File: src/rtl/vram_arbiter_if.sv
// Bundles the CPU write channel, VGA read channel and VRAM bus seen by vram_arbiter.
// The slave modport is the arbiter's view; master is the CPU/VGA/VRAM side.
interface vram_arbiter_if #(
  parameter int ADDR_W = 13,
  parameter int DATA_W = 12
);
  logic              CPU_WR_VALID;
  logic              CPU_WR_READY;
  logic [ADDR_W-1:0] CPU_WR_ADDR;
  logic [DATA_W-1:0] CPU_WR_DATA;
  logic              VGA_RD_REQ;
  logic [ADDR_W-1:0] VGA_RD_ADDR;
  logic              VGA_RD_VALID;
  logic [DATA_W-1:0] VGA_RD_DATA;
  logic [ADDR_W-1:0] RAM_ADDR;
  logic [DATA_W-1:0] RAM_WDATA;
  logic              RAM_WE;
  logic [DATA_W-1:0] RAM_RDATA;

  modport slave (
    input  CPU_WR_VALID, CPU_WR_ADDR, CPU_WR_DATA, VGA_RD_REQ, VGA_RD_ADDR, RAM_RDATA,
    output CPU_WR_READY, VGA_RD_VALID, VGA_RD_DATA, RAM_ADDR, RAM_WDATA, RAM_WE
  );

  modport master (
    output CPU_WR_VALID, CPU_WR_ADDR, CPU_WR_DATA, VGA_RD_REQ, VGA_RD_ADDR, RAM_RDATA,
    input  CPU_WR_READY, VGA_RD_VALID, VGA_RD_DATA, RAM_ADDR, RAM_WDATA, RAM_WE
  );
endinterface

File: src/rtl/vram_arbiter.sv
// Single-port VRAM arbiter: VGA reads always win, CPU writes are buffered and drained into idle slots.
// Optional macro VRAM_ARB_STATS_EN adds STALL_CNT, a saturating count of back-pressured CPU cycles.
module vram_arbiter #(
  parameter int ADDR_W     = 13,
  parameter int DATA_W     = 12,
  parameter int FIFO_DEPTH = 4
) (
  input  logic                        CLK1_50,
  input  logic                        RST_N,
  vram_arbiter_if.slave               bus,
  output logic [$clog2(FIFO_DEPTH):0] FIFO_LEVEL
`ifdef VRAM_ARB_STATS_EN
  ,
  output logic [15:0]                 STALL_CNT
`endif
);

  localparam int PTR_W = $clog2(FIFO_DEPTH);
  localparam int LVL_W = PTR_W + 1;

  typedef enum logic [1:0] {S_IDLE, S_READ, S_WRITE} state_t;

  state_t            r_state, w_state_nxt;
  logic              r_ready;
  logic [PTR_W-1:0]  r_wr_ptr, r_rd_ptr;
  logic [LVL_W-1:0]  r_level, w_level_nxt;
  logic [ADDR_W-1:0] r_fifo_addr [FIFO_DEPTH];
  logic [DATA_W-1:0] r_fifo_data [FIFO_DEPTH];
  logic              w_empty, w_push, w_pop;
  logic [ADDR_W-1:0] r_ram_addr;
  logic [DATA_W-1:0] r_ram_wdata;
  logic              r_rd_vld_p0, r_rd_vld_p1, r_rd_valid;
  logic [DATA_W-1:0] r_rd_data;

  assign w_empty = (r_level == '0);
  // READY comes from registered state only, so a full FIFO refuses a push even while popping.
  assign w_push  = bus.CPU_WR_VALID & r_ready;
  assign w_pop   = (w_state_nxt == S_WRITE);

  always_comb begin
    w_state_nxt = S_IDLE;
    if (bus.VGA_RD_REQ) w_state_nxt = S_READ;
    else if (!w_empty)  w_state_nxt = S_WRITE;
  end

  always_comb begin
    w_level_nxt = r_level;
    if (w_push && !w_pop)      w_level_nxt = r_level + LVL_W'(1);
    else if (!w_push && w_pop) w_level_nxt = r_level - LVL_W'(1);
  end

  always_ff @(posedge CLK1_50 or negedge RST_N) begin
    if (!RST_N) r_state <= S_IDLE;
    else        r_state <= w_state_nxt;
  end

  always_ff @(posedge CLK1_50 or negedge RST_N) begin
    if (!RST_N) begin
      r_wr_ptr <= '0;
      r_rd_ptr <= '0;
      r_level  <= '0;
      r_ready  <= 1'b0;
    end else begin
      if (w_push) r_wr_ptr <= r_wr_ptr + PTR_W'(1);
      if (w_pop)  r_rd_ptr <= r_rd_ptr + PTR_W'(1);
      r_level <= w_level_nxt;
      r_ready <= (w_level_nxt != LVL_W'(FIFO_DEPTH));
    end
  end

  always_ff @(posedge CLK1_50) begin
    if (w_push) begin
      r_fifo_addr[r_wr_ptr] <= bus.CPU_WR_ADDR;
      r_fifo_data[r_wr_ptr] <= bus.CPU_WR_DATA;
    end
  end

  // RAM command register: address and data hold through IDLE cycles.
  always_ff @(posedge CLK1_50 or negedge RST_N) begin
    if (!RST_N) begin
      r_ram_addr  <= '0;
      r_ram_wdata <= '0;
    end else begin
      case (w_state_nxt)
        S_READ:  r_ram_addr <= bus.VGA_RD_ADDR;
        S_WRITE: begin
          r_ram_addr  <= r_fifo_addr[r_rd_ptr];
          r_ram_wdata <= r_fifo_data[r_rd_ptr];
        end
        default: ;
      endcase
    end
  end

  // p0: address issued; p1: RAM data present; then register data and valid.
  always_ff @(posedge CLK1_50 or negedge RST_N) begin
    if (!RST_N) begin
      r_rd_vld_p0 <= 1'b0;
      r_rd_vld_p1 <= 1'b0;
      r_rd_valid  <= 1'b0;
      r_rd_data   <= '0;
    end else begin
      r_rd_vld_p0 <= (w_state_nxt == S_READ);
      r_rd_vld_p1 <= r_rd_vld_p0;
      r_rd_valid  <= r_rd_vld_p1;
      if (r_rd_vld_p1) r_rd_data <= bus.RAM_RDATA;
    end
  end

`ifdef VRAM_ARB_STATS_EN
  logic [15:0] r_stall_cnt;

  always_ff @(posedge CLK1_50 or negedge RST_N) begin
    if (!RST_N) r_stall_cnt <= '0;
    else if (bus.CPU_WR_VALID && !r_ready && (r_stall_cnt != 16'hFFFF))
      r_stall_cnt <= r_stall_cnt + 16'd1;
  end

  assign STALL_CNT = r_stall_cnt;
`endif

  assign bus.CPU_WR_READY = r_ready;
  assign bus.RAM_ADDR     = r_ram_addr;
  assign bus.RAM_WDATA    = r_ram_wdata;
  assign bus.RAM_WE       = (r_state == S_WRITE);
  assign bus.VGA_RD_VALID = r_rd_valid;
  assign bus.VGA_RD_DATA  = r_rd_data;
  assign FIFO_LEVEL       = r_level;

endmodule

File: src/flat_wrapper.sv
// flat-port wrapper written by rule: the top's interface ports become plain ports
module vram_arbiter_flat 
#(
  parameter int ADDR_W     = 13,
  parameter int DATA_W     = 12,
  parameter int FIFO_DEPTH = 4
)
  (CLK1_50, RST_N, FIFO_LEVEL, bus_CPU_WR_VALID, bus_CPU_WR_ADDR, bus_CPU_WR_DATA, bus_VGA_RD_REQ, bus_VGA_RD_ADDR, bus_RAM_RDATA, bus_CPU_WR_READY, bus_VGA_RD_VALID, bus_VGA_RD_DATA, bus_RAM_ADDR, bus_RAM_WDATA, bus_RAM_WE);
  vram_arbiter_if #(.ADDR_W(ADDR_W), .DATA_W(DATA_W)) bus_i ();
  input  logic CLK1_50;
  input  logic RST_N;
  output logic [$clog2(FIFO_DEPTH):0] FIFO_LEVEL;
  input wire logic [$bits(bus_i.CPU_WR_VALID)-1:0] bus_CPU_WR_VALID;
  input wire logic [$bits(bus_i.CPU_WR_ADDR)-1:0] bus_CPU_WR_ADDR;
  input wire logic [$bits(bus_i.CPU_WR_DATA)-1:0] bus_CPU_WR_DATA;
  input wire logic [$bits(bus_i.VGA_RD_REQ)-1:0] bus_VGA_RD_REQ;
  input wire logic [$bits(bus_i.VGA_RD_ADDR)-1:0] bus_VGA_RD_ADDR;
  input wire logic [$bits(bus_i.RAM_RDATA)-1:0] bus_RAM_RDATA;
  output wire logic [$bits(bus_i.CPU_WR_READY)-1:0] bus_CPU_WR_READY;
  output wire logic [$bits(bus_i.VGA_RD_VALID)-1:0] bus_VGA_RD_VALID;
  output wire logic [$bits(bus_i.VGA_RD_DATA)-1:0] bus_VGA_RD_DATA;
  output wire logic [$bits(bus_i.RAM_ADDR)-1:0] bus_RAM_ADDR;
  output wire logic [$bits(bus_i.RAM_WDATA)-1:0] bus_RAM_WDATA;
  output wire logic [$bits(bus_i.RAM_WE)-1:0] bus_RAM_WE;
  assign bus_i.CPU_WR_VALID = bus_CPU_WR_VALID;
  assign bus_i.CPU_WR_ADDR = bus_CPU_WR_ADDR;
  assign bus_i.CPU_WR_DATA = bus_CPU_WR_DATA;
  assign bus_i.VGA_RD_REQ = bus_VGA_RD_REQ;
  assign bus_i.VGA_RD_ADDR = bus_VGA_RD_ADDR;
  assign bus_i.RAM_RDATA = bus_RAM_RDATA;
  assign bus_CPU_WR_READY = bus_i.CPU_WR_READY;
  assign bus_VGA_RD_VALID = bus_i.VGA_RD_VALID;
  assign bus_VGA_RD_DATA = bus_i.VGA_RD_DATA;
  assign bus_RAM_ADDR = bus_i.RAM_ADDR;
  assign bus_RAM_WDATA = bus_i.RAM_WDATA;
  assign bus_RAM_WE = bus_i.RAM_WE;
  vram_arbiter #(.ADDR_W(ADDR_W), .DATA_W(DATA_W), .FIFO_DEPTH(FIFO_DEPTH)) u_core (.CLK1_50(CLK1_50), .RST_N(RST_N), .bus(bus_i), .FIFO_LEVEL(FIFO_LEVEL));
endmodule
File: config.mk
export PLATFORM = sky130hd
export DESIGN_NAME = vram_arbiter_flat
export DESIGN_NICKNAME = d
export VERILOG_FILES = /design/src/rtl/vram_arbiter_if.sv /design/src/rtl/vram_arbiter.sv /design/src/flat_wrapper.sv
export SDC_FILE = /design/constraint.sdc
export NUM_CORES = 1
export LEC_CHECK = 0
export BUFFER_PORTS_ARGS = -buffer_cell sky130_fd_sc_hd__buf_2
export CORE_AREA = 8 8 210 132
export DETAILED_ROUTE_END_ITERATION = 10
export DIE_AREA = 0 0 218 140
export SLEW_MARGIN = 30
export SYNTH_ARGS = -nofsm -noshare
export SYNTH_HDL_FRONTEND = slang
export SYNTH_SLANG_ARGS = --single-unit
File: constraint.sdc
create_clock -name CLK1_50 -period 1.7 [get_ports CLK1_50]
set_input_delay 0.255 -clock CLK1_50 [delete_from_list [all_inputs] [get_ports CLK1_50]]
set_output_delay 0.255 -clock CLK1_50 [all_outputs]
set_load 0.02 [all_outputs]
=== After elaboration in Yosys (flattened, before gate mapping) ===
Memory sizes are Yosys's and may differ from the RTL's. A register that Yosys moved wholly into a read port is not among the register bits.
Cells that the tools add are included.

* Bits in registers: 38
* Output and inout port bits: 43
* Memories kept: 2
* RAM bits: 100
* Input bits: 54
* Logic and storage cells: 35

* Bitwise gates (word level): 1
* Reduce and logical (&&, ||, !) cells: 7
* Muxes and demuxes: 7
* Add/sub/neg operators: 4
* Equal/unequal tests: 4

{| class="wikitable"
|+ Memory list
! name !! words !! width !! rd ports !! clocked after memory_dff !! write ports !! RTL line !! source
|-
| u_core.r_fifo_addr || 4 || 13 || 1 || 0 || 1 || vram_arbiter.sv:27 || <nowiki>logic [ADDR_W-1:0] r_fifo_addr [FIFO_DEPTH];</nowiki>
|-
| u_core.r_fifo_data || 4 || 12 || 1 || 1 || 1 || vram_arbiter.sv:28 || <nowiki>logic [DATA_W-1:0] r_fifo_data [FIFO_DEPTH];</nowiki>
|}

{| class="wikitable"
|+ Operators with widths
! operator !! number
|-
| 13-bit case mux with 2 select lines || 1
|-
| 3-bit 2-to-1 mux || 2
|-
| 2-bit by 1-bit adder with 2-bit output (second input constant) || 2
|-
| 2-bit equality test (second input constant) || 2
|-
| 2-bit 2-to-1 mux || 2
|-
| 3-bit by 1-bit adder with 3-bit output (second input constant) || 1
|-
| 1-bit zero test || 3
|-
| 3-bit zero test || 1
|-
| 3-bit != test (second input constant) || 1
|-
| 3-bit by 1-bit subtractor with 3-bit output (second input constant) || 1
|-
| 2-bit by 1-bit equality test with 1-bit output (second input constant) || 1
|-
| 1-bit logical AND || 2
|-
| 1-bit 2-to-1 mux || 2
|-
| 2-bit nonzero test || 1
|-
| 1-bit AND || 1
|}

=== Logic depth before layout (Yosys ltp) ===
Gate-level depths: netlist of run 1.

* Word-level depth: 8
* Mapped depth: 8
* Gate-level depth less buffers: 6

=== Worst setup path before layout of run 1 ===
No wires, ideal clock.

* Path kind: register to register
* Start: register u_core.r_level[0] (netlist: u_core.FIFO_LEVEL[0])
* End: register u_core.r_ram_wdata[6] (netlist: u_core.bus.RAM_WDATA[6]) (read register of u_core.r_fifo_data)
* Buffers on the path: 2
* Stages on the path, launching flop included: 8
* Data arrival time: 1.855 ns
* Path slack: -0.279 ns
* Period minus slack after synthesis: 1.979 ns
* Setup time: 0.125 ns
* Data required time: 1.575 ns
* Cell sequence: dfrtp_1 inv_1 ha_1 nor2b_1 buf_2 nor2_2 buf_6 mux2_2

* Cells in the longest elaborated chain, start to end: 4

{| class="wikitable"
|+ RTL lines
! item !! RTL line !! source
|-
| from (decl) || vram_arbiter.sv:26 || <nowiki>logic [LVL_W-1:0] r_level, w_level_nxt;</nowiki>
|-
| from (signal assigned) || vram_arbiter.sv:66 || <nowiki>r_level <= w_level_nxt;</nowiki>
|-
| 3-bit zero test || vram_arbiter.sv:35 || <nowiki>assign w_empty = (r_level == '0);</nowiki>
|-
| 2-bit 2-to-1 mux || vram_arbiter.sv:43 || <nowiki>else if (!w_empty) w_state_nxt = S_WRITE;</nowiki>
|-
| 2-bit 2-to-1 mux || vram_arbiter.sv:42 || <nowiki>if (bus.VGA_RD_REQ) w_state_nxt = S_READ;</nowiki>
|-
| named net u_core.w_state_nxt[1] || vram_arbiter.sv:23 || <nowiki>state_t r_state, w_state_nxt;</nowiki>
|-
| 2-bit equality test || vram_arbiter.sv:84 || <nowiki>case (w_state_nxt)</nowiki>
|-
| to (decl) || vram_arbiter.sv:31 || <nowiki>logic [DATA_W-1:0] r_ram_wdata;</nowiki>
|}

The timed path passes the listed nets, and every way through them passes these cells.
A chain may end at the register's enable or synchronous reset.

=== Final worst setup path of run 1 ===
* Start: register u_core.r_level[1] (netlist: u_core.FIFO_LEVEL[1])
* End: register u_core.r_ram_wdata[5] (netlist: u_core.bus.RAM_WDATA[5]) (read register of u_core.r_fifo_data)

* Cells in the longest elaborated chain, start to end: 4

{| class="wikitable"
|+ RTL lines
! item !! RTL line
|-
| 3-bit zero test || vram_arbiter.sv:35
|-
| 2-bit 2-to-1 mux || vram_arbiter.sv:43
|-
| 2-bit 2-to-1 mux || vram_arbiter.sv:42
|-
| 2-bit equality test || vram_arbiter.sv:84
|}

No other way between the ends.

==> metrics.md, run 1 <==
| Metric | Value |
|---|---|
| Initial DRC Count | 220 |
| Final Hold Viols | 0 |
| Arrival time at the worst endpoint | 1.95 ns |
| Die Outline Area | 30520 µm² |
| Slowest cell on the critical path | sky130_fd_sc_hd__dfrtp_2 |
| Crit start category | flop |
| Largest net degree at the start of global routing | 51 |
| Launch point of the critical path | u_core.FIFO_LEVEL[1] |
| Top-Level Pins | 97 |
| Max-cap violation count | 0 |
| Width of the die | 218 µm |
| Fraction of layout instances using a drive strength above 1 | 46.33% |
| Result of the run | complete, no violations |
| Mapped Cells | 301 |
| Final setup fails | 0 |
| Worst-path fanout max | 8 |
| Type of the most critical hold path | primary input to flop |
| Clock period minus final worst setup slack | 1.653 ns |
| Total power after layout | 12.78 mW |
| Mapped Nets | 362 |
| Synth unique cells | 35 |
| Final TNS setup | 0 ns |
| Bufs on Longest Clock Path | 2 |
| Post-detailed-route count of antenna-violating nets | 0 |
| Leakage power total | 2.913 nW |
| Type of destination of the critical path | flop |
| TritonCTS Sinks | 150 |
| Yosys warning total | 0 |
| Antenna diode count | 0 |
| Latest clock arrival within the worst-skew pair | 0.42 ns |
| Depth of the worst register-to-register path | 7 |
| Avg Vias per Cell | 4.187 |
| Highest achievable clock rate | 604.9 MHz |
| Longest individual stage delay on the worst path | 0.37 ns |
| Total power per unit cell area | 1707 nW/µm² |
| Count of vias placed by the detailed router | 3203 |
| Overflow left after global routing | 0 |
| Part of the Yosys area used for sequential elements | 73.34% |
| Die boundary height | 140 µm |
| Post-Synthesis Cell Area | 5801 µm² |
| Most common cell after layout, fill and taps aside | sky130_fd_sc_hd__edfxtp_1 |
| Placeable Area | 24660 µm² |
| Effective utilization at floorplan | 23.52% |
| Source of the worst register-to-register timing path | u_core.FIFO_LEVEL[1] |
| Setup crit end | u_core.bus.RAM_WDATA[5] |
| GRT Total Usage | 9.059% |
| Avg Synthesized Cell Area | 19.27 µm² |
| Post-DP HPWL | 9334 µm |
| Post-synth EDFFs | 100 |
| Row count | 45 |
| Total detailed-routing wirelength | 13680 µm |
| Reg-to-reg critical path endpoint | u_core.bus.RAM_WDATA[5] |
| Worst-case vdd ir drop | 800.4 µV |
| H-tree levels | 4 |
| Number of nets in the layout | 484 |
| RSZ-0062 raised after global routing | yes |
| Root Buffer | sky130_fd_sc_hd__clkbuf_16 |
| Initial antenna violation count | 2 |
| First drt pass iteration count | 4 |
| Slew at the pin closest to its max-slew limit | 0.5295 ns |
| Worst reg2reg setup slack | 0.05 ns |
| Slew HR | 64.70% |
| First-pass GRT wire length | 20710 µm |
| Final slew viol count | 0 |
| Share of the clock period used by the worst path after layout | 97.25% |
| List of cells traversed by the critical path | inv_2 -> ha_2 -> nor2b_2 -> buf_6 -> nor2_4 -> buf_12 -> mux2_2 |
| Post-route clock skew | 0.007193 ns |
| Post-route DRC violation count | 0 |
| Required time of the worst setup path | 2.00 ns |
| Kind of critical path | flop to flop |
| CTS clock-pin slew for the worst setup and hold paths | 0.06 ns |
| Number of global-route vias before repair | 3489 |
| WL/cell | 17.89 µm |
| Number of buffers inserted by port buffering | 96 |
| Number of buffers added by the clock tree synthesis step | 17 |
| TritonCTS clock tree | done |
| Commonest cells after routing, fill and taps aside | sky130_fd_sc_hd__edfxtp_1, sky130_fd_sc_hd__buf_2, sky130_fd_sc_hd__dfrtp_1 |
| Top flip-flop cell by instance count after synthesis | sky130_fd_sc_hd__edfxtp_1 |
| Async S/R FF share, synth | 33.33% |
| Area Growth Syn to Fin | 29.03% |
| Final weighted congestion of routability-driven global placement | 0.6881 |
| Synth Register Bits | 150 |
==> where the power goes <==
group / internal (mW) / switching [mW] / leakage (nW)
Combinational: 1.81 / 2.12 / 1.12
Clock: 2.27 / 1.45 / 0.302
Sequential: 4.80 / 0.332 / 1.49
==> sequential cells by signal (all words and copies together) (netlist names), 2 cells and up <==
signal	count
u_core.FIFO_LEVEL	3
u_core.r_fifo_addr	52
u_core.bus.VGA_RD_DATA	12
u_core.bus.RAM_ADDR	13
u_core.bus.RAM_WDATA	12
u_core.r_state	2
u_core.r_rd_ptr	2
u_core.r_wr_ptr	2
u_core.r_fifo_data	48
==> critical path: cells and delay by family, from the launching register on <==
family,cells,cell delay [ns]
adder cells (fa/ha/maj),1,0.18
AND/OR/NAND/NOR,2,0.31
buffers and inverters,3,0.34
multiplexers,1,0.33
flip-flops,1,0.37
==> stage by stage <==
step,hold WS (ns),utilization [%],setup WS [ns],std cells,cell area [µm²]
floorplan,-0.04059,-,-0.02522,301,5817
global placement,0.2721,27.60,0.05981,727,6807
detailed placement,0.2747,27.60,0.01475,727,6807
CTS,0.03153,30.06,0.001331,760,7412
global route,0.03589,30.35,-0.008848,765,7485
finish,0.04983,30.35,0.04683,765,7485
==> worst min-delay path by stage <==
stage,from,cells past startpoint,to
detailed placement,RST_N,2,u_core.bus.RAM_WDATA[3]
floorplan,RST_N,0,u_core.FIFO_LEVEL[0]
CTS,bus_CPU_WR_ADDR[8],1,u_core.r_fifo_addr[2][8]
finish,bus_CPU_WR_ADDR[8],1,u_core.r_fifo_addr[2][8]
global route,bus_CPU_WR_ADDR[1],1,u_core.r_fifo_addr[3][1]
global placement,RST_N,2,u_core.bus.RAM_WDATA[0]
==> cell usage after synthesis (all sizes together) (3+ instances only) <==
library cell | instances | area [µm²]
clkbuf | 4 | 15.01
nor2 | 3 | 13.77
dfrtp | 50 | 1251
mux2 | 24 | 289.0
edfxtp | 100 | 3003
nand2 | 17 | 63.81
a21oi | 15 | 75.07
a2bb2oi | 13 | 113.9
xnor2 | 3 | 26.28
buf | 12 | 93.84
ha | 7 | 87.58
inv | 5 | 18.76
and3 | 4 | 25.02
mux4 | 25 | 600.6
==> timing repair <==
action / CTS / global route
setup endpoints to repair: 1 / 17
cloned: 0 / 1
gates resized for setup: 1 / 5
pin swaps: 0 / 2
hold endpoints to repair: 50 / 0
hold buffers: 1 / 0
setup buffers: 0 / 4
==> routing by layer <==
| metal | share of wire (%) | global-route usage (%) | wire (µm) | vias up |
|---|---|---|---|---|
| met3 | 5.7 | 3.269 | 784 | 19 |
| met4 | 0.88 | 2.960 | 120 | 4 |
| met1 | 46 | 11.55 | 6347 | 1667 |
| met5 | 0.15 | 0 | 21 | - |
| li1 | - | - | - | 1427 |
| met2 | 47 | 14.15 | 6411 | 86 |
==> cell type report <==
class | instances | area (µm²)
clock buffer | 22 | 506.7
clock inverter | 10 | 85.08
fill | 2424 | 17180
inverter | 5 | 18.77
multi-input combinational | 130 | 1453
sequential | 150 | 4258
tap | 329 | 411.6
timing repair buffer | 119 | 752.0
==> kinds of logic after synthesis <==
family	share of synthesized area (%)
AO/OA/AOI/OAI	3.926
AND/OR/NAND/NOR	3.085
multiplexers	15.34
adder cells (fa/ha/maj)	1.510
XOR/XNOR	0.6041
buffers and inverters	2.200
flip-flops	73.34
Power figures use the tool's default switching activity.
==> run 2, diff against run 1 <==
--- a/config.mk
+++ b/config.mk
@@ -5,6 +5,7 @@
 export SDC_FILE = /design/constraint.sdc
 export NUM_CORES = 1
 export LEC_CHECK = 0
+export ABC_AREA = 1
 export BUFFER_PORTS_ARGS = -buffer_cell sky130_fd_sc_hd__buf_2
 export CORE_AREA = 8 8 210 132
 export DETAILED_ROUTE_END_ITERATION = 10
==> run 2 against run 1 <==
Effect of this change:
- routed wire length rose by 2.1%
- cell area fell by 0.97%
- total power increased by 2.2%
- count of clock-buffer cells in the layout shrank 2
- register-to-register slack gained 0.16 ns
- global-route usage is 0.25 points higher
==> metrics.md, run 2 <==
| Metric | Value |
|---|---|
| Most common cell after layout, fill and taps aside | sky130_fd_sc_hd__edfxtp_1 |
| Most frequent cells after synthesis | sky130_fd_sc_hd__edfxtp_1, sky130_fd_sc_hd__nor2_1, sky130_fd_sc_hd__o21ai_0 |
| Total power after layout | 13.06 mW (+2.2%) |
| Largest net degree at the start of global routing | 36 (-29%) |
| Number of nets in the layout | 623 (+29%) |
| Arrival time at the worst endpoint | 1.85 ns (-0.10 ns) |
| Worst-case vdd ir drop | 689.5 µV (-14%) |
| Layout fillers | 2509 (+3.5%) |
| Register with the most flip-flops | u_core.r_fifo_addr |
| Worst-path fanout max | 13 (+5) |
| Number of buffers added by the clock tree synthesis step | 17 (unchanged) |
| Leakage power total | 2.933 nW (+0.69%) |
| Count of vias placed by the detailed router | 3694 (+15%) |
| Bufs on Longest Clock Path | 2 (unchanged) |
| Total detailed-routing wirelength | 13970 µm (+2.1%) |
| Number of setup buffers added after CTS | 0 (unchanged) |
| Kind of critical path | flop to flop |
| Slew HR | 56.11% (-8.6 points) |
| Area occupied by multi-input gates | 1340 µm² (-7.8%) |
| Initial DRC Count | 247 (+12%) |
| Top-Level Pins | 97 (unchanged) |
| Clock period minus final worst setup slack | 1.491 ns (-0.1621 ns) |
| Post-DP HPWL | 9613 µm (+3.0%) |
| Area Growth Syn to Fin | 28.45% |
| Final weighted congestion of routability-driven global placement | 0.7395 (+7.5%) |
| Commonest cells after routing, fill and taps aside | sky130_fd_sc_hd__edfxtp_1, sky130_fd_sc_hd__buf_2, sky130_fd_sc_hd__nor2_1 |
| Crit start category | flop |
| Hold WS | 0.04792 ns (-0.001907 ns) |
| Mapped Nets | 505 (+40%) |
| Slew at the pin closest to its max-slew limit | 0.6584 ns (+0.1289 ns) |
| First drt pass iteration count | 4 (unchanged) |
| Avg Vias per Cell | 4.086 (-2.4%) |
| Largest cells by area after synthesis | sky130_fd_sc_hd__edfxtp_1, sky130_fd_sc_hd__dfrtp_1, sky130_fd_sc_hd__nor2_1, sky130_fd_sc_hd__o21ai_0, sky130_fd_sc_hd__mux2_2 |
| Setup slack at placement | -0.005386 ns (-0.02014 ns) |
| GRT Total Usage | 9.311% (+0.25 points) |
| Number of global-route vias before repair | 3781 (+8.4%) |
| Post-synth EDFFs | 100 (unchanged) |
| Async S/R FF share, synth | 33.33% (unchanged) |
| Max-cap violation count | 0 (unchanged) |
| Final Hold Viols | 0 (unchanged) |
| Overflow left after global routing | 0 (unchanged) |
| Result of the run | complete, no violations |
| Placeable Area | 24660 µm² (unchanged) |
| Number of buffers inserted by port buffering | 96 (unchanged) |
| Initial antenna violation count | 3 (+1) |
| CTS clock-pin slew for the worst setup and hold paths | 0.06 ns (about the same) |
| Mapped Cells | 444 (+48%) |
| First-pass GRT wire length | 21820 µm (+5.3%) |
| Latest clock arrival within the worst-skew pair | 0.42 ns (about the same) |
| Total power per unit cell area | 1762 nW/µm² (+3.2%) |
| Die Outline Area | 30520 µm² (unchanged) |
| Proportion of netlist area held by the largest area contributor | 52.04% (+0.27 points) |
| Die boundary height | 140 µm (unchanged) |
| Post-Synthesis Cell Area | 5771 µm² (-0.52%) |
| Final slew viol count | 0 (unchanged) |
| Avg Synthesized Cell Area | 13.00 µm² (-33%) |
| Share of the clock period used by the worst path after layout | 87.71% (-9.5 points) |
| Part of the Yosys area used for sequential elements | 73.72% (+0.38 points) |
| TritonCTS Sinks | 150 (unchanged) |
| Width of the die | 218 µm (unchanged) |
| Type of the most critical hold path | primary input to flop |
| Final setup slack of the worst path | 0.2089 ns (+0.1621 ns) |
| Type of destination of the critical path | flop |
| TritonCTS clock tree | done |
| Cell taking the most area after synthesis | sky130_fd_sc_hd__edfxtp_1 |
| Flip-flop count of the largest register, all copies and words added | 52 (unchanged) |
| Root Buffer | sky130_fd_sc_hd__clkbuf_16 |
| Area taken by flip-flops and latches | 4255 µm² (about the same) |
| Synth Register Bits | 150 (unchanged) |
| Highest achievable clock rate | 670.6 MHz (+11%) |
| Synth unique cells | 22 (-37%) |
| Final setup fails | 0 (unchanged) |
| WL/cell | 15.45 µm (-14%) |
| Required time of the worst setup path | 2.06 ns (+0.06 ns) |
| H-tree levels | 4 (unchanged) |
| Post-route DRC violation count | 0 (unchanged) |
| Final TNS setup | 0 ns (unchanged) |
| Yosys warning total | 0 (unchanged) |
| Fraction of layout instances using a drive strength above 1 | 31.13% (-15 points) |
| RSZ-0062 raised after global routing | no |
| Antenna diode count | 0 (unchanged) |
| Utilization after layout | 30.06% (-0.29 points) |
| Post-route clock skew | 0.006148 ns (-0.001045 ns) |
| Effective utilization at floorplan | 23.40% (-0.12 points) |
| Cell with the most instances after synthesis | sky130_fd_sc_hd__edfxtp_1 |
| Top flip-flop cell by instance count after synthesis | sky130_fd_sc_hd__edfxtp_1 |
| Post-detailed-route count of antenna-violating nets | 0 (unchanged) |
| Row count | 45 (unchanged) |
-- run 2: cell count changes after synthesis, sizes merged, moves of 4 or more --
cell | before | now
a21oi | 15 | 0
a22oi | 0 | 13
a2bb2oi | 13 | 0
a31oi | 0 | 12
and3 | 4 | 0
buf | 12 | 17
inv | 5 | 16
mux2 | 24 | 12
mux4 | 25 | 0
nand2 | 17 | 39
nand3 | 2 | 6
nor2 | 3 | 96
o21ai | 2 | 51
o22ai | 1 | 13
-- run 2: cell families (layout without fill, tap and decap cells) --
kind of cell	after synthesis	in the layout	share of synthesized area, %
flops	150	150	73.72
fa+ha+maj	7	7	1.518
compound gates	89	89	8.825
mux	12	12	2.342
simple gates	143	143	9.779
buf+inv	40	171	3.361
xor+xnor	3	3	0.4554
-- run 2: where the power goes --
group	switching [mW]	total [mW]	leakage, nW	internal, mW
registers	0.316	5.20	1.50	4.89
logic	2.74	4.15	1.14	1.40
clock network	1.54	3.71	0.294	2.17
total	4.60	13.1	2.93	8.46
-- run 2: timing repair --
item | 4_1_cts | 5_1_grt
endpoints found under the hold margin | 20 | 0
endpoints found under the setup margin | 13 | 0
hold buffers | 1 | 0
resized for setup | 1 | 0
-- run 2: final timing paths --
path | from | endpoint | slack [ns] | depth (start not counted)
setup / recovery | u_core.FIFO_LEVEL[0] | u_core.bus.RAM_ADDR[12] | 0.21 | 6
hold / removal | bus_CPU_WR_ADDR[12] | u_core.r_fifo_addr[3][12] | 0.05 | 1
setup reg to reg | u_core.FIFO_LEVEL[0] | u_core.bus.RAM_ADDR[12] | 0.21 | 6
hold reg to reg | u_core.r_rd_vld_p0 | u_core.r_rd_vld_p1 | 0.36 | 0
max in group asynchronous | RST_N | u_core.bus.RAM_ADDR[6] | 0.73 | 3
min in group asynchronous | RST_N | u_core.r_rd_vld_p0 | 0.41 | 2
-- run 2: final cells by class --
class                   instances  area share [%]
clock buffers                  20           6.313
clock inverters                12           1.570
inverters                      16          0.8103
multi-input cells             254           18.08
flip-flops and latches        150           57.41
well taps                     329           5.554
repair buffers                123           10.26
-- run 2: metal layers --
layer	up-vias	routed length, µm	global-route usage, %
met5	-	34	0
met4	6	169	3.030
met3	22	1123	4.237
met2	91	6149	13.97
met1	1774	6491	11.78
li1	1801	-	-
-- run 2: metrics by stage --
step | cells | instance area [µm²]
2_1_floorplan | 444 | 5786
3_3_place_gp | 871 | 6815
3_5_place_dp | 871 | 6815
4_1_cts | 904 | 7412
5_1_grt | 904 | 7412
6_report | 904 | 7412
-- run 2: worst max-delay path, cell delays in order (launching register included) --
cell and delay (ns):
sky130_fd_sc_hd__dfrtp_1 0.38, sky130_fd_sc_hd__inv_1 0.11, sky130_fd_sc_hd__ha_1 0.18, sky130_fd_sc_hd__nand2_2 0.10
sky130_fd_sc_hd__nor2_2 0.42, sky130_fd_sc_hd__a22oi_1 0.14, sky130_fd_sc_hd__nand2_1 0.10
==> run 3, diff against run 2 <==
--- a/config.mk
+++ b/config.mk
@@ -10,7 +10,7 @@
 export CORE_AREA = 8 8 210 132
 export DETAILED_ROUTE_END_ITERATION = 10
 export DIE_AREA = 0 0 218 140
-export SLEW_MARGIN = 30
+export MAX_ROUTING_LAYER = met4
 export SYNTH_ARGS = -nofsm -noshare
 export SYNTH_HDL_FRONTEND = slang
 export SYNTH_SLANG_ARGS = --single-unit
==> run 3 against run 2 <==
Effect of this change:
- cell count increased by 0.33%
- clock power about the same
- first-iteration DRC count is the same
- die area unchanged
- critical path depth is the same
- non-clock buffer count unchanged
- register-to-register slack hardly changed
- sequential cell count is the same
- clock skew up 0.0017 ns
- largest cell class unchanged
- largest power group unchanged
==> metrics.md, run 3 (synthesis gave the netlist of run 2 again) <==
| Metric | Value |
|---|---|
| Clock power frac | 28.4% (about the same) |
| Reg-to-reg critical path endpoint | u_core.bus.RAM_ADDR[12] |
| Worst-path fanout max | 13 (unchanged) |
| Latest clock arrival within the worst-skew pair | 0.42 ns (about the same) |
| Root Buffer | sky130_fd_sc_hd__clkbuf_16 |
| Fraction of layout instances using a drive strength above 1 | 31.13% (unchanged) |
| Initial DRC Count | 247 (unchanged) |
| Final setup fails | 0 (unchanged) |
| Flip-flop count of the largest register, all copies and words added | 52 (unchanged) |
| Clock period minus final worst setup slack | 1.488 ns (-0.003386 ns) |
| Number of setup buffers added after CTS | 0 (unchanged) |
| Source of the worst register-to-register timing path | u_core.FIFO_LEVEL[0] |
| Kind of critical path | flop to flop |
| Number of global-route vias before repair | 3794 (+0.34%) |
| Internal Power | 8.456 mW (about the same) |
| Instance count along the most critical hold path | 1 (unchanged) |
| GRT Total Usage | 9.590% (+0.28 points) |
| First-pass GRT wire length | 21820 µm (unchanged) |
| Relative contribution of sequential cells to total power | 39.8% (about the same) |
| Final slew viol count | 0 (unchanged) |
| Result of the run | complete, no violations |
| Arrival time at the worst endpoint | 1.85 ns (about the same) |
| Logic pwr share | 31.8% (about the same) |
| Slew HR | 55.95% (-0.16 points) |
| Largest net degree at the start of global routing | 36 (unchanged) |
| Max-cap violation count | 0 (unchanged) |
| Layout fillers | 2510 (+0.040%) |
| Switching part of the total power | 35.32% (+0.073 points) |
| Final weighted congestion of routability-driven global placement | 0.7487 (+1.2%) |
| CTS clock-pin slew for the worst setup and hold paths | 0.06 ns (about the same) |
| Row count | 45 (unchanged) |
| Type of destination of the critical path | flop |
| Slowest cell on the critical path | sky130_fd_sc_hd__nor2_2 |
| Highest achievable clock rate | 672.2 MHz (+0.23%) |
| Number of buffers added by the clock tree synthesis step | 17 (unchanged) |
| Crit start category | flop |
| WL/cell | 15.40 µm (-0.34%) |
| TritonCTS clock tree | done |
| Number of buffers inserted by port buffering | 96 (unchanged) |
| Bufs on Longest Clock Path | 2 (unchanged) |
| Placeable Area | 24660 µm² (unchanged) |
| H-tree levels | 4 (unchanged) |
| Effective utilization at floorplan | 23.40% (unchanged) |
| Min-Delay Startpoint | bus_CPU_WR_ADDR[12] |
| Die Outline Area | 30520 µm² (unchanged) |
| List of cells traversed by the critical path | inv_1 -> ha_1 -> nand2_2 -> nor2_2 -> a22oi_1 -> nand2_1 |
| Worst-case vdd ir drop | 694.3 µV (+0.69%) |
| TritonCTS Sinks | 150 (unchanged) |
| Share of the clock period used by the worst path after layout | 87.51% (-0.20 points) |
| Number of nets in the layout | 623 (unchanged) |
| Overflow left after global routing | 0 (unchanged) |
| First drt pass iteration count | 4 (unchanged) |
| Width of the die | 218 µm (unchanged) |
| Post-route clock skew | 0.007867 ns (+0.001719 ns) |
| Worst reg2reg setup slack | 0.21 ns (about the same) |
| Count of vias placed by the detailed router | 3699 (+0.14%) |
| Hold WS | 0.04664 ns (-0.001286 ns) |
| Area after detailed placement | 6815 µm² (unchanged) |
| Avg Vias per Cell | 4.078 (-0.20%) |
| Commonest cells after routing, fill and taps aside | sky130_fd_sc_hd__edfxtp_1, sky130_fd_sc_hd__buf_2, sky130_fd_sc_hd__nor2_1 |
| Worst hold endpoint | u_core.r_fifo_addr[3][12] |
| P_sw | 4.618 mW (+0.32%) |
| Most common cell after layout, fill and taps aside | sky130_fd_sc_hd__edfxtp_1 |
| Total power after layout | 13.07 mW (+0.11%) |
| Die boundary height | 140 µm (unchanged) |
| Total detailed-routing wirelength | 13970 µm (about the same) |
| Post-route standard cell area excluding fillers | 7420 µm² (+0.10%) |
| Post-route DRC violation count | 0 (unchanged) |
| Depth of the worst register-to-register path | 6 (unchanged) |
| Slew at the pin closest to its max-slew limit | 0.6608 ns (+0.002431 ns) |
| Longest individual stage delay on the worst path | 0.42 ns (about the same) |
| Total power per unit cell area | 1762 nW/µm² (about the same) |
| Setup slack at placement | -0.005386 ns (unchanged) |
| Register with the most flip-flops | u_core.r_fifo_addr |
| Leakage power total | 2.933 nW (about the same) |
| Post-DP HPWL | 9613 µm (unchanged) |
| Area Growth Syn to Fin | 28.58% |
| Final TNS setup | 0 ns (unchanged) |
| Initial antenna violation count | 3 (unchanged) |
| Final Hold Viols | 0 (unchanged) |
| Post-detailed-route count of antenna-violating nets | 0 (unchanged) |
| Final setup slack of the worst path | 0.2123 ns (+0.003386 ns) |
| Type of the most critical hold path | primary input to flop |
| Required time of the worst setup path | 2.06 ns (about the same) |
| RSZ-0062 raised after global routing | no |
| Top-Level Pins | 97 (unchanged) |
[run 3: cell types whose count changed in the layout (fill, tap and decap cells not counted), sizes merged]
cell / previous run / this run
diode: 0 / 3
[run 3: through the flow]
stage | instances | util [%]
finish | 907 | 30.09
global route | 907 | 30.09
CTS | 904 | 30.06
detailed placement | 871 | 27.64
global placement | 871 | 27.64
floorplan | 444 | -
[run 3: worst max-delay path, delay by kind of cell, from the launching register on]
family                   cells  cell delay, ns
AND/OR/NAND/NOR              3            0.62
flip-flops                   1            0.38
adder cells (fa/ha/maj)      1            0.18
AO/OA/AOI/OAI                1            0.14
buffers and inverters        1            0.11
[run 3: worst max path at each step]
stage	startpoint	slack [ns]	to	cells after the start
6_report	u_core.FIFO_LEVEL[0]	0.21	u_core.bus.RAM_ADDR[12]	6
5_1_grt	u_core.FIFO_LEVEL[0]	0.06	u_core.bus.RAM_ADDR[3]	6
4_1_cts	u_core.FIFO_LEVEL[0]	0.22	u_core.bus.RAM_ADDR[12]	6
3_5_place_dp	u_core.FIFO_LEVEL[0]	-0.005	u_core.bus.RAM_ADDR[0]	6
3_3_place_gp	u_core.FIFO_LEVEL[0]	0.009	u_core.bus.RAM_ADDR[5]	6
2_1_floorplan	u_core.r_wr_ptr[0]	-0.04	u_core.r_fifo_addr[0][0]	4
[run 3: area by class of cell]
| cell class | instances | area [µm²] | area share (%) |
|---|---|---|---|
| Tap cell | 329 | 411.6 | 5.548 |
| Clock inverter | 12 | 116.4 | 1.568 |
| Timing Repair Buffer | 123 | 760.7 | 10.25 |
| Antenna cell | 3 | 7.507 | 0.1012 |
| Multi-Input combinational cell | 254 | 1340 | 18.06 |
| Clock buffer | 20 | 467.9 | 6.307 |
| Sequential cell | 150 | 4255 | 57.35 |
| Inverter | 16 | 60.06 | 0.8094 |
[run 3: timing repair]
action                     4_1_cts  5_1_grt
hold endpoints to repair        20        0
hold buffers                     1        0
setup endpoints to repair       13        0
gates resized for setup          1        0
[run 3: metal layers]
layer | track usage (%) | share of wire [%] | wire (µm)
met1 | 11.67 | 46 | 6455
met2 | 14.00 | 44 | 6111
met3 | 4.430 | 8.7 | 1218
met4 | 3.030 | 1.3 | 182
met5 | - | 0 | 0
[run 3: power by group through the flow]
stage	combinational [mW]	sequential (mW)	clock, mW
5_1_grt	4.66	5.30	3.96
3_3_place_gp	4.23	5.26	0
6_report	4.16	5.20	3.71
3_5_place_dp	4.25	5.27	0
4_1_cts	4.26	5.21	3.79
2_1_floorplan	2.18	5.69	0
